--- src/rtl/alu_exec_if.sv ---
// alu_exec_if: request/result handshake bundle (in_valid/in_ready op+operands, out_valid/out_ready result+illegal_op)
interface alu_exec_if #(
  parameter int XLEN  = 32,
  parameter int IMM_W = 12
);
  logic             in_valid;
  logic             in_ready;
  logic [3:0]       alu_op;
  logic             use_imm;
  logic [IMM_W-1:0] immediate;
  logic [XLEN-1:0]  rs1_data;
  logic [XLEN-1:0]  rs2_data;
  logic             out_valid;
  logic             out_ready;
  logic [XLEN-1:0]  alu_result;
  logic             illegal_op;
  modport master (
    output in_valid, alu_op, use_imm, immediate, rs1_data, rs2_data, out_ready,
    input  in_ready, out_valid, alu_result, illegal_op
  );
  modport slave (
    input  in_valid, alu_op, use_imm, immediate, rs1_data, rs2_data, out_ready,
    output in_ready, out_valid, alu_result, illegal_op
  );
endinterface

--- src/rtl/alu_exec_unit.sv ---
// alu_exec_unit: RV32I execute ALU with iterative MUL; ports clk, reset (sync active-high), bus (alu_exec_if.slave)
module alu_exec_unit #(
  parameter int XLEN   = 32,
  parameter int IMM_W  = 12,
  parameter bit MUL_EN = 1'b1
) (
  input  logic   clk,
  input  logic   reset,
  alu_exec_if.slave bus
);
  localparam int SW = $clog2(XLEN);
  localparam logic [XLEN-1:0] ILL_PAT = XLEN'(32'hDEADBEEF);
  typedef enum logic {IDLE, MUL_BUSY} state_t;
  state_t state;
  logic [XLEN-1:0] a, b, res, res_r, mcand, mplier, acc, acc_next;
  logic [SW-1:0] sh;
  logic [SW:0] count;
  logic ov, ill_r, ill, is_mul, accept;
  assign a = bus.rs1_data;
  assign b = bus.use_imm ? XLEN'($signed(bus.immediate)) : bus.rs2_data;
  assign sh = b[SW-1:0];
  assign ill = (bus.alu_op >= 4'd12) || (bus.alu_op == 4'd11 && !MUL_EN);
  assign is_mul = (bus.alu_op == 4'd11) && MUL_EN;
  assign bus.in_ready = (state == IDLE) && (!ov || bus.out_ready);
  assign accept = bus.in_valid && bus.in_ready;
  assign bus.out_valid = ov;
  assign bus.alu_result = res_r;
  assign bus.illegal_op = ill_r;
  assign acc_next = acc + (mplier[0] ? mcand : '0);
  always_comb begin
    res = ILL_PAT;
    case (bus.alu_op)
      4'd1:  res = a + b;
      4'd2:  res = a - b;
      4'd3:  res = a & b;
      4'd4:  res = a | b;
      4'd5:  res = a ^ b;
      4'd6:  res = {{(XLEN-1){1'b0}}, $signed(a) < $signed(b)};
      4'd7:  res = {{(XLEN-1){1'b0}}, a < b};
      4'd8:  res = a << sh;
      4'd9:  res = a >> sh;
      4'd10: res = XLEN'($signed(a) >>> sh);
      default: res = ILL_PAT;
    endcase
  end
  always_ff @(posedge clk) begin
    if (reset) begin
      state <= IDLE;
      ov    <= 1'b0;
      ill_r <= 1'b0;
      res_r <= '0;
      count <= '0;
    end else begin
      if (ov && bus.out_ready) ov <= 1'b0;
      if (state == IDLE) begin
        if (accept && bus.alu_op != 4'd0) begin
          if (is_mul) begin
            mcand  <= a;
            mplier <= b;
            acc    <= '0;
            count  <= (SW+1)'(XLEN);
            state  <= MUL_BUSY;
          end else begin
            res_r <= res;
            ill_r <= ill;
            ov    <= 1'b1;
          end
        end
      end else begin
        acc    <= acc_next;
        mcand  <= mcand << 1;
        mplier <= mplier >> 1;
        count  <= count - (SW+1)'(1);
        if (count == (SW+1)'(1)) begin
          res_r <= acc_next;
          ill_r <= 1'b0;
          ov    <= 1'b1;
          state <= IDLE;
        end
      end
    end
  end
endmodule

--- src/flat_wrapper.sv ---
// flat-port wrapper written by rule: the top's interface ports become plain ports
module alu_exec_unit_flat 
#(
  parameter int XLEN   = 32,
  parameter int IMM_W  = 12,
  parameter bit MUL_EN = 1'b1
)
  (clk, reset, bus_in_valid, bus_alu_op, bus_use_imm, bus_immediate, bus_rs1_data, bus_rs2_data, bus_out_ready, bus_in_ready, bus_out_valid, bus_alu_result, bus_illegal_op);
  alu_exec_if #(.XLEN(XLEN), .IMM_W(IMM_W)) bus_i ();
  input  logic clk;
  input  logic reset;
  input wire logic [$bits(bus_i.in_valid)-1:0] bus_in_valid;
  input wire logic [$bits(bus_i.alu_op)-1:0] bus_alu_op;
  input wire logic [$bits(bus_i.use_imm)-1:0] bus_use_imm;
  input wire logic [$bits(bus_i.immediate)-1:0] bus_immediate;
  input wire logic [$bits(bus_i.rs1_data)-1:0] bus_rs1_data;
  input wire logic [$bits(bus_i.rs2_data)-1:0] bus_rs2_data;
  input wire logic [$bits(bus_i.out_ready)-1:0] bus_out_ready;
  output wire logic [$bits(bus_i.in_ready)-1:0] bus_in_ready;
  output wire logic [$bits(bus_i.out_valid)-1:0] bus_out_valid;
  output wire logic [$bits(bus_i.alu_result)-1:0] bus_alu_result;
  output wire logic [$bits(bus_i.illegal_op)-1:0] bus_illegal_op;
  assign bus_i.in_valid = bus_in_valid;
  assign bus_i.alu_op = bus_alu_op;
  assign bus_i.use_imm = bus_use_imm;
  assign bus_i.immediate = bus_immediate;
  assign bus_i.rs1_data = bus_rs1_data;
  assign bus_i.rs2_data = bus_rs2_data;
  assign bus_i.out_ready = bus_out_ready;
  assign bus_in_ready = bus_i.in_ready;
  assign bus_out_valid = bus_i.out_valid;
  assign bus_alu_result = bus_i.alu_result;
  assign bus_illegal_op = bus_i.illegal_op;
  alu_exec_unit #(.XLEN(XLEN), .IMM_W(IMM_W), .MUL_EN(MUL_EN)) u_core (.clk(clk), .reset(reset), .bus(bus_i));
endmodule
--- config.mk ---
export PLATFORM = sky130hd
export DESIGN_NAME = alu_exec_unit_flat
export DESIGN_NICKNAME = d
export VERILOG_FILES = /design/src/rtl/alu_exec_if.sv /design/src/rtl/alu_exec_unit.sv /design/src/flat_wrapper.sv
export SDC_FILE = /design/constraint.sdc
export NUM_CORES = 1
export LEC_CHECK = 0
export CORE_UTILIZATION = 56
export CTS_BUF_LIST = sky130_fd_sc_hd__clkbuf_2 sky130_fd_sc_hd__clkbuf_4 sky130_fd_sc_hd__clkbuf_8
export DETAILED_ROUTE_END_ITERATION = 16
export PLACE_DENSITY = 0.79
export SLEW_MARGIN = 20
export SYNTH_ARGS = -nofsm -noshare
export SYNTH_HDL_FRONTEND = slang
export SYNTH_SLANG_ARGS = --single-unit
export TNS_END_PERCENT = 20
--- constraint.sdc ---
create_clock -name clk -period 5.4 [get_ports clk]
set_input_delay 0.54 -clock clk [delete_from_list [all_inputs] [get_ports clk]]
set_output_delay 0.54 -clock clk [all_outputs]
set_load 0.05 [all_outputs]
-- Word-level counts from Yosys, hierarchy flattened
Cells that the tools add are included.
- register bits after elaboration: 137
- logic and storage cells: 83
- output and inout bits: 35
- input port bits: 85
- $add $sub $neg: 4
- reduce and logical (&&, ||, !) cells: 12
- equal/unequal tests: 14
- shift-type cells: 3
- order comparisons: 3
- mux-type cells: 32
- bitwise gates (word level): 5
- operators with widths (cell ; number):
    $mux W32 ; 14
    $pmux W32 S10 ; 1
    $add A32 B32 Y32 ; 2
    $lt A32 B32 Y1 ; 2
    $and A32 B32 Y32 ; 1
    $or A32 B32 Y32 ; 1
    $shl A32 B5 Y32 ; 1
    $shr A32 B5 Y32 ; 1
    $sshr A32 B5 Y32 ; 1
    $sub A32 B32 Y32 ; 1
    $xor A32 B32 Y32 ; 1
    $mux W31 ; 1
    $mux W6 ; 3
    $eq A4 B3 Y1 const B ; 4
    $eq A4 B4 Y1 const B ; 4
    $mux W1 ; 13
    $eq A4 B2 Y1 const B ; 2
    $eq A6 B1 Y1 const B ; 1
    $reduce_and A3 Y1 ; 2
    $sub A6 B1 Y6 const B ; 1
    $eq A4 B1 Y1 const B ; 1
    $ge A4 B4 Y1 const B ; 1
    $logic_and A1 B1 Y1 ; 4
    $reduce_bool A2 Y1 ; 2
    7 further kinds ; 8

-- Depth between registers and ports, before layout
- depth in word-level cells: 7
- gate-level depth with buffers: 18
- gate-level depth less buffers: 15

-- Least setup slack after synthesis
Ideal clock, no wire load.
- path type: register to register
- start point: reg u_core.state
- end point: reg u_core.acc[0] (enable)
- setup slack: -332 ps
- data arrival time: 5181 ps
- cell stages (with the launch flop): 6
- setup time: 551 ps
- required time: 4849 ps
- cells stage by stage: dfxtp_1 > clkbuf_1 > clkbuf_1 > clkbuf_1 > a31oi_1 > nor2_1
- word-level cells in the longest chain between the ends: 6
- RTL lines (item ; RTL line ; text):
    from (decl) ; alu_exec_unit.sv:14 ; state_t state;
    from (signal assigned) ; alu_exec_unit.sv:48 ; state <= IDLE;
    from (signal assigned) ; alu_exec_unit.sv:62 ; state <= MUL_BUSY;
    from (signal assigned) ; alu_exec_unit.sv:78 ; state <= IDLE;
    $not A1 Y1 ; alu_exec_unit.sv:24 ; assign bus.in_ready = (state == IDLE) && (!ov || bus.out_ready);
    $logic_and A1 B1 Y1 ; alu_exec_unit.sv:24 ;
    $logic_and A1 B1 Y1 ; alu_exec_unit.sv:25 ; assign accept = bus.in_valid && bus.in_ready;
    $logic_and A1 B1 Y1 ; alu_exec_unit.sv:56 ; if (accept && bus.alu_op != 4'd0) begin
    $reduce_bool A2 Y1 (no line) ; - ;
    $reduce_and A3 Y1 (no line) * ; - ;
    to (signal assigned) ; alu_exec_unit.sv:70 ; acc <= acc_next;
    to (decl) ; alu_exec_unit.sv:15 ; logic [XLEN-1:0] a, b, res, res_r, mcand, mplier, acc, acc_next;
Mark *: on every way between the ends. The rest lies on a longest branch, timed or not.
A chain may end at the register's enable or synchronous reset.

-- Worst setup path after layout
- start point: in bus_use_imm
- end point: reg u_core.res_r[0] (netlist: u_core.bus.alu_result[0])
- word-level cells in the longest chain between the ends: 6
- RTL lines (item ; RTL line ; text):
    from (decl) ; flat_wrapper.sv:14 ; input wire logic [$bits(bus_i.use_imm)-1:0] bus_use_imm;
    $mux W32 * ; alu_exec_unit.sv:20 ; assign b = bus.use_imm ? XLEN'($signed(bus.immediate)) : bus.rs2_data;
    $sub A32 B32 Y32, or another cell as far along ; alu_exec_unit.sv:34 ; 4'd2: res = a - b;
    $pmux W32 S10 * ; alu_exec_unit.sv:32 ; case (bus.alu_op)
    $mux W32 * ; alu_exec_unit.sv:57 ; if (is_mul) begin
    $mux W32 * ; alu_exec_unit.sv:56 ;
    $mux W32 * ; alu_exec_unit.sv:55 ; if (state == IDLE) begin
    to (signal assigned) ; alu_exec_unit.sv:64 ; res_r <= res;
    to (signal assigned) ; alu_exec_unit.sv:75 ; res_r <= acc_next;
    to (decl) ; alu_exec_unit.sv:15 ;
Mark *: on every way between the ends. The rest lies on a longest branch, timed or not. The select of a mux whose other input is x is not followed.

==> flow_metrics.env <==
export IMPL_setup_violations=0
export IMPL_layout_drive_gt1_share_pct=9.68
export IMPL_path_class="input port to register"
export IMPL_busiest_layer="met2"
export IMPL_drt_drc_violations_left=0
export IMPL_wl_per_cell_um=27.7
export IMPL_synth_avg_cell_area_um2=7.98
export IMPL_design_die_area_um2=29700
export IMPL_final_net_count=2326
export IMPL_critPathBufInv=5
export IMPL_crit_path_end_kind="register"
export IMPL_die_y_um=172
export IMPL_area_growth_pct=12.6
export IMPL_cts_resized=0
export IMPL_worst_pin_slew_ns=1.21
export IMPL_maxSlewViolCount=0
export IMPL_cts_buffers=17
export IMPL_ys_seq_area_share_pct=22.8
export IMPL_setup_slack_ns=0.921
export IMPL_synth_warnings=0
export IMPL_mappedNetlistNets=2259
export IMPL_period_share_pct=82.9
export IMPL_die_x_um=172
export IMPL_start_kind="input port"
export IMPL_worst_path_max_fanout=17
export IMPL_overflow=0
export IMPL_synth_edff_count=96
export IMPL_p_leak_nw=7.47
export IMPL_grt_antenna_before_repair=1
export IMPL_combPwrFrac_pct=44.4
export IMPL_cap_violations=0
export IMPL_synth_seq_cells=137
export IMPL_skew_ns=0.0342
export IMPL_cts_tree="built"
export IMPL_arrival_ns=4.94
export IMPL_synth_cell_types=98
export IMPL_met3_usage_pct=16.7
export IMPL_p_per_area_nw_per_um2=211
export IMPL_hold_path_class="register to register"
export IMPL_swShare_pct=44.6
export IMPL_clkLatencyLatePin_ns=0.54
export IMPL_insertedDiodeCount=0
export IMPL_fin_util_pct=64.0
export IMPL_clockBufferDepth=2
export IMPL_gr_usage_met1_pct=60.3
export IMPL_max_freq_ghz=0.223
export IMPL_core_region_area_um2=28600
export IMPL_dp_final_hpwl_um=52600
export IMPL_grt_pass1_wl_um=100000
export IMPL_vias=17700
export IMPL_io_pin_count=120
export IMPL_cts_sinks=137
export IMPL_slowest_stage="nor3b_1"
export IMPL_async_flop_share_pct=0
export IMPL_cp_common_cell="buf_4"
export IMPL_vdd_drop_max_v=0.000161
export IMPL_outcome="complete, no violations"
export IMPL_pwr_share_seq_pct=30.8
export IMPL_layout_common_cells="198 x nor2_1, 195 x nand2_1, 167 x a21oi_1, 134 x ha_1, 121 x o21ai_0"
export IMPL_dr_pass1_iters=7
export IMPL_initialDrtViolationCount=2498
export IMPL_pre_cts_ws_ns=0.498
export IMPL_slew_headroom_pct=19.0
export IMPL_start_util_pct=56.8
export IMPL_hold_viol=0
export IMPL_cts_clk_slew_worst_paths_ns=0.13
export IMPL_ant_nets=0
export IMPL_synthCells=2037
export IMPL_p_int_w=0.00214
export IMPL_track_usage_pct=46.3
export IMPL_htreeDepth=4
export IMPL_post_cts_buffers=0
export IMPL_clkPwrFrac_pct=24.8
export IMPL_root_buffer="clkbuf_8"
export IMPL_grt_use_met2_pct=67.7
export IMPL_ctsHoldBuffers=0
export IMPL_grt_setup_unrepaired="no"
export IMPL_globalplace_congestion=1.17
export IMPL_power_switching_w=0.00173
export IMPL_final_min_clock_period_ns=4.48
export IMPL_synth_area_um2=16300
export IMPL_num_rows=62
export IMPL_grt_max_degree=97
export IMPL_io_buffers=119
export IMPL_synth_ff_type="edfxtp_1"
export IMPL_via_per_inst=7.07
export IMPL_finalSetupTns_ns=0
export IMPL_grt_pass1_vias=16100
export IMPL_worstPathCellList="clkdlybuf4s50_1, buf_4, inv_1, buf_4, a21oi_1, ha_1, nand2_1, nor3b_1, a31oi_1, nor3b_1, a2111oi_0, buf_4, a221oi_1"
export IMPL_layout_cells_most_common="nor2_1"
export IMPL_max_stage_delay_ns=1.01
export IMPL_drt_total_wl_um=69200
export IMPL_crit_family="simple AND/OR/NAND/NOR gates"
export IMPL_crit_required_ns=5.86
==> power groups by stage <==
| stage | logic [W] | clock network (W) | registers [W] |
|---|---|---|---|
| finish | 0.00172 | 0.000961 | 0.00119 |
| global route | 0.00179 | 0.000983 | 0.00119 |
| CTS | 0.00164 | 0.000955 | 0.00119 |
| detailed placement | 0.00163 | 0 | 0.00121 |
| global placement | 0.00162 | 0 | 0.00121 |
| floorplan | 0.000973 | 0 | 0.00129 |
==> registers in the layout, summed over array words and instances (netlist names) <==
name                   count
u_core.bus.out_valid       1
u_core.count               6
u_core.acc                32
u_core.mcand              32
u_core.state               1
u_core.mplier             32
u_core.bus.alu_result     32
u_core.bus.illegal_op      1
==> final timing paths <==
kind	from	to	slack, ns	depth (start not counted)
setup / recovery	bus_use_imm	u_core.bus.alu_result[0]$_SDFFE_PP0P_	0.92	13
hold / removal	u_core.bus.alu_result[3]$_SDFFE_PP0P_	u_core.bus.alu_result[3]$_SDFFE_PP0P_	0.48	2
setup reg to reg	u_core.mplier[0]$_DFFE_PP_	u_core.bus.alu_result[29]$_SDFFE_PP0P_	0.99	14
hold reg to reg	u_core.bus.alu_result[3]$_SDFFE_PP0P_	u_core.bus.alu_result[3]$_SDFFE_PP0P_	0.48	2
==> area by class of cell <==
cell class	count	area, um2
clock buffer	17	234
clock inverter	15	176
fill	2494	10300
inverter	113	424
multi-input combinational	1649	11600
sequential	137	3700
tap	384	480
timing repair buffer	186	1710
==> through the flow <==
step | hold slack (ns) | cell area (um2) | std cells | total power, W
after detailed placement | 0.464 | 17900 | 2469 | 0.00284
after global placement | 0.463 | 17900 | 2469 | 0.00283
after floorplan | 0.476 | 16300 | 2037 | 0.00227
after CTS | 0.477 | 18300 | 2501 | 0.00378
final | 0.484 | 18300 | 2501 | 0.00387
after global routing | 0.507 | 18300 | 2501 | 0.00397
==> worst register-to-register path: cells and delay by family (launching register included) <==
family	cells	cell delay, ns
AO/OA/AOI/OAI	7	2.34
buffers and inverters	2	0.28
XOR/XNOR	1	0.36
flip-flops	1	0.38
adder cells (fa/ha/maj)	1	0.27
AND/OR/NAND/NOR	3	0.67
==> cells in the mapped netlist, types with 14 or more instances <==
library cell    n  area (um2)
nand2_1       195         732
a21oi_1       167         836
nor2_1        199         747
buf_2          21         105
inv_1         110         413
a31oi_1        27         169
a221oi_1       21         184
o31ai_1        14         105
buf_1          17        63.8
o21bai_1       15         113
o221ai_1       16         140
nand3_1        25         125
dfxtp_1        41         821
xnor2_1        23         201
mux2_2         45         507
a21o_1         51         383
o21ai_0       121         606
nand4_1        15        93.8
o21a_1         15         113
and2_1         61         382
nand2b_1       20         125
o22ai_1        28         175
a211oi_1       32         240
xor2_1         14         123
ha_1          134        1680
edfxtp_1       96        2880
o211ai_1       35         263
mux2i_1       113        1130
clkbuf_1       89         334
and3_1         15        93.8
nor3_1         37         185
==> per-layer routing <==
metal	part of all wire [%]	vias up	wire, um
met4	5.2	4	3620
met2	41	1424	28600
met1	39	8293	26900
li1	-	7700	-
met3	14	261	10000
met5	0.11	-	77
==> kinds of logic (layout without fill, tap and decap cells) <==
| logic type | after synthesis | in the layout | share of synthesized area [%] |
|---|---|---|---|
| fa+ha+maj | 137 | 137 | 10.7 |
| compound gates | 675 | 675 | 28.3 |
| simple gates | 629 | 629 | 18.0 |
| mux | 171 | 171 | 11.9 |
| xor+xnor | 37 | 37 | 1.99 |
| flops | 137 | 137 | 22.8 |
| buf+inv | 251 | 331 | 6.33 |
Power figures use the tool's default switching activity.
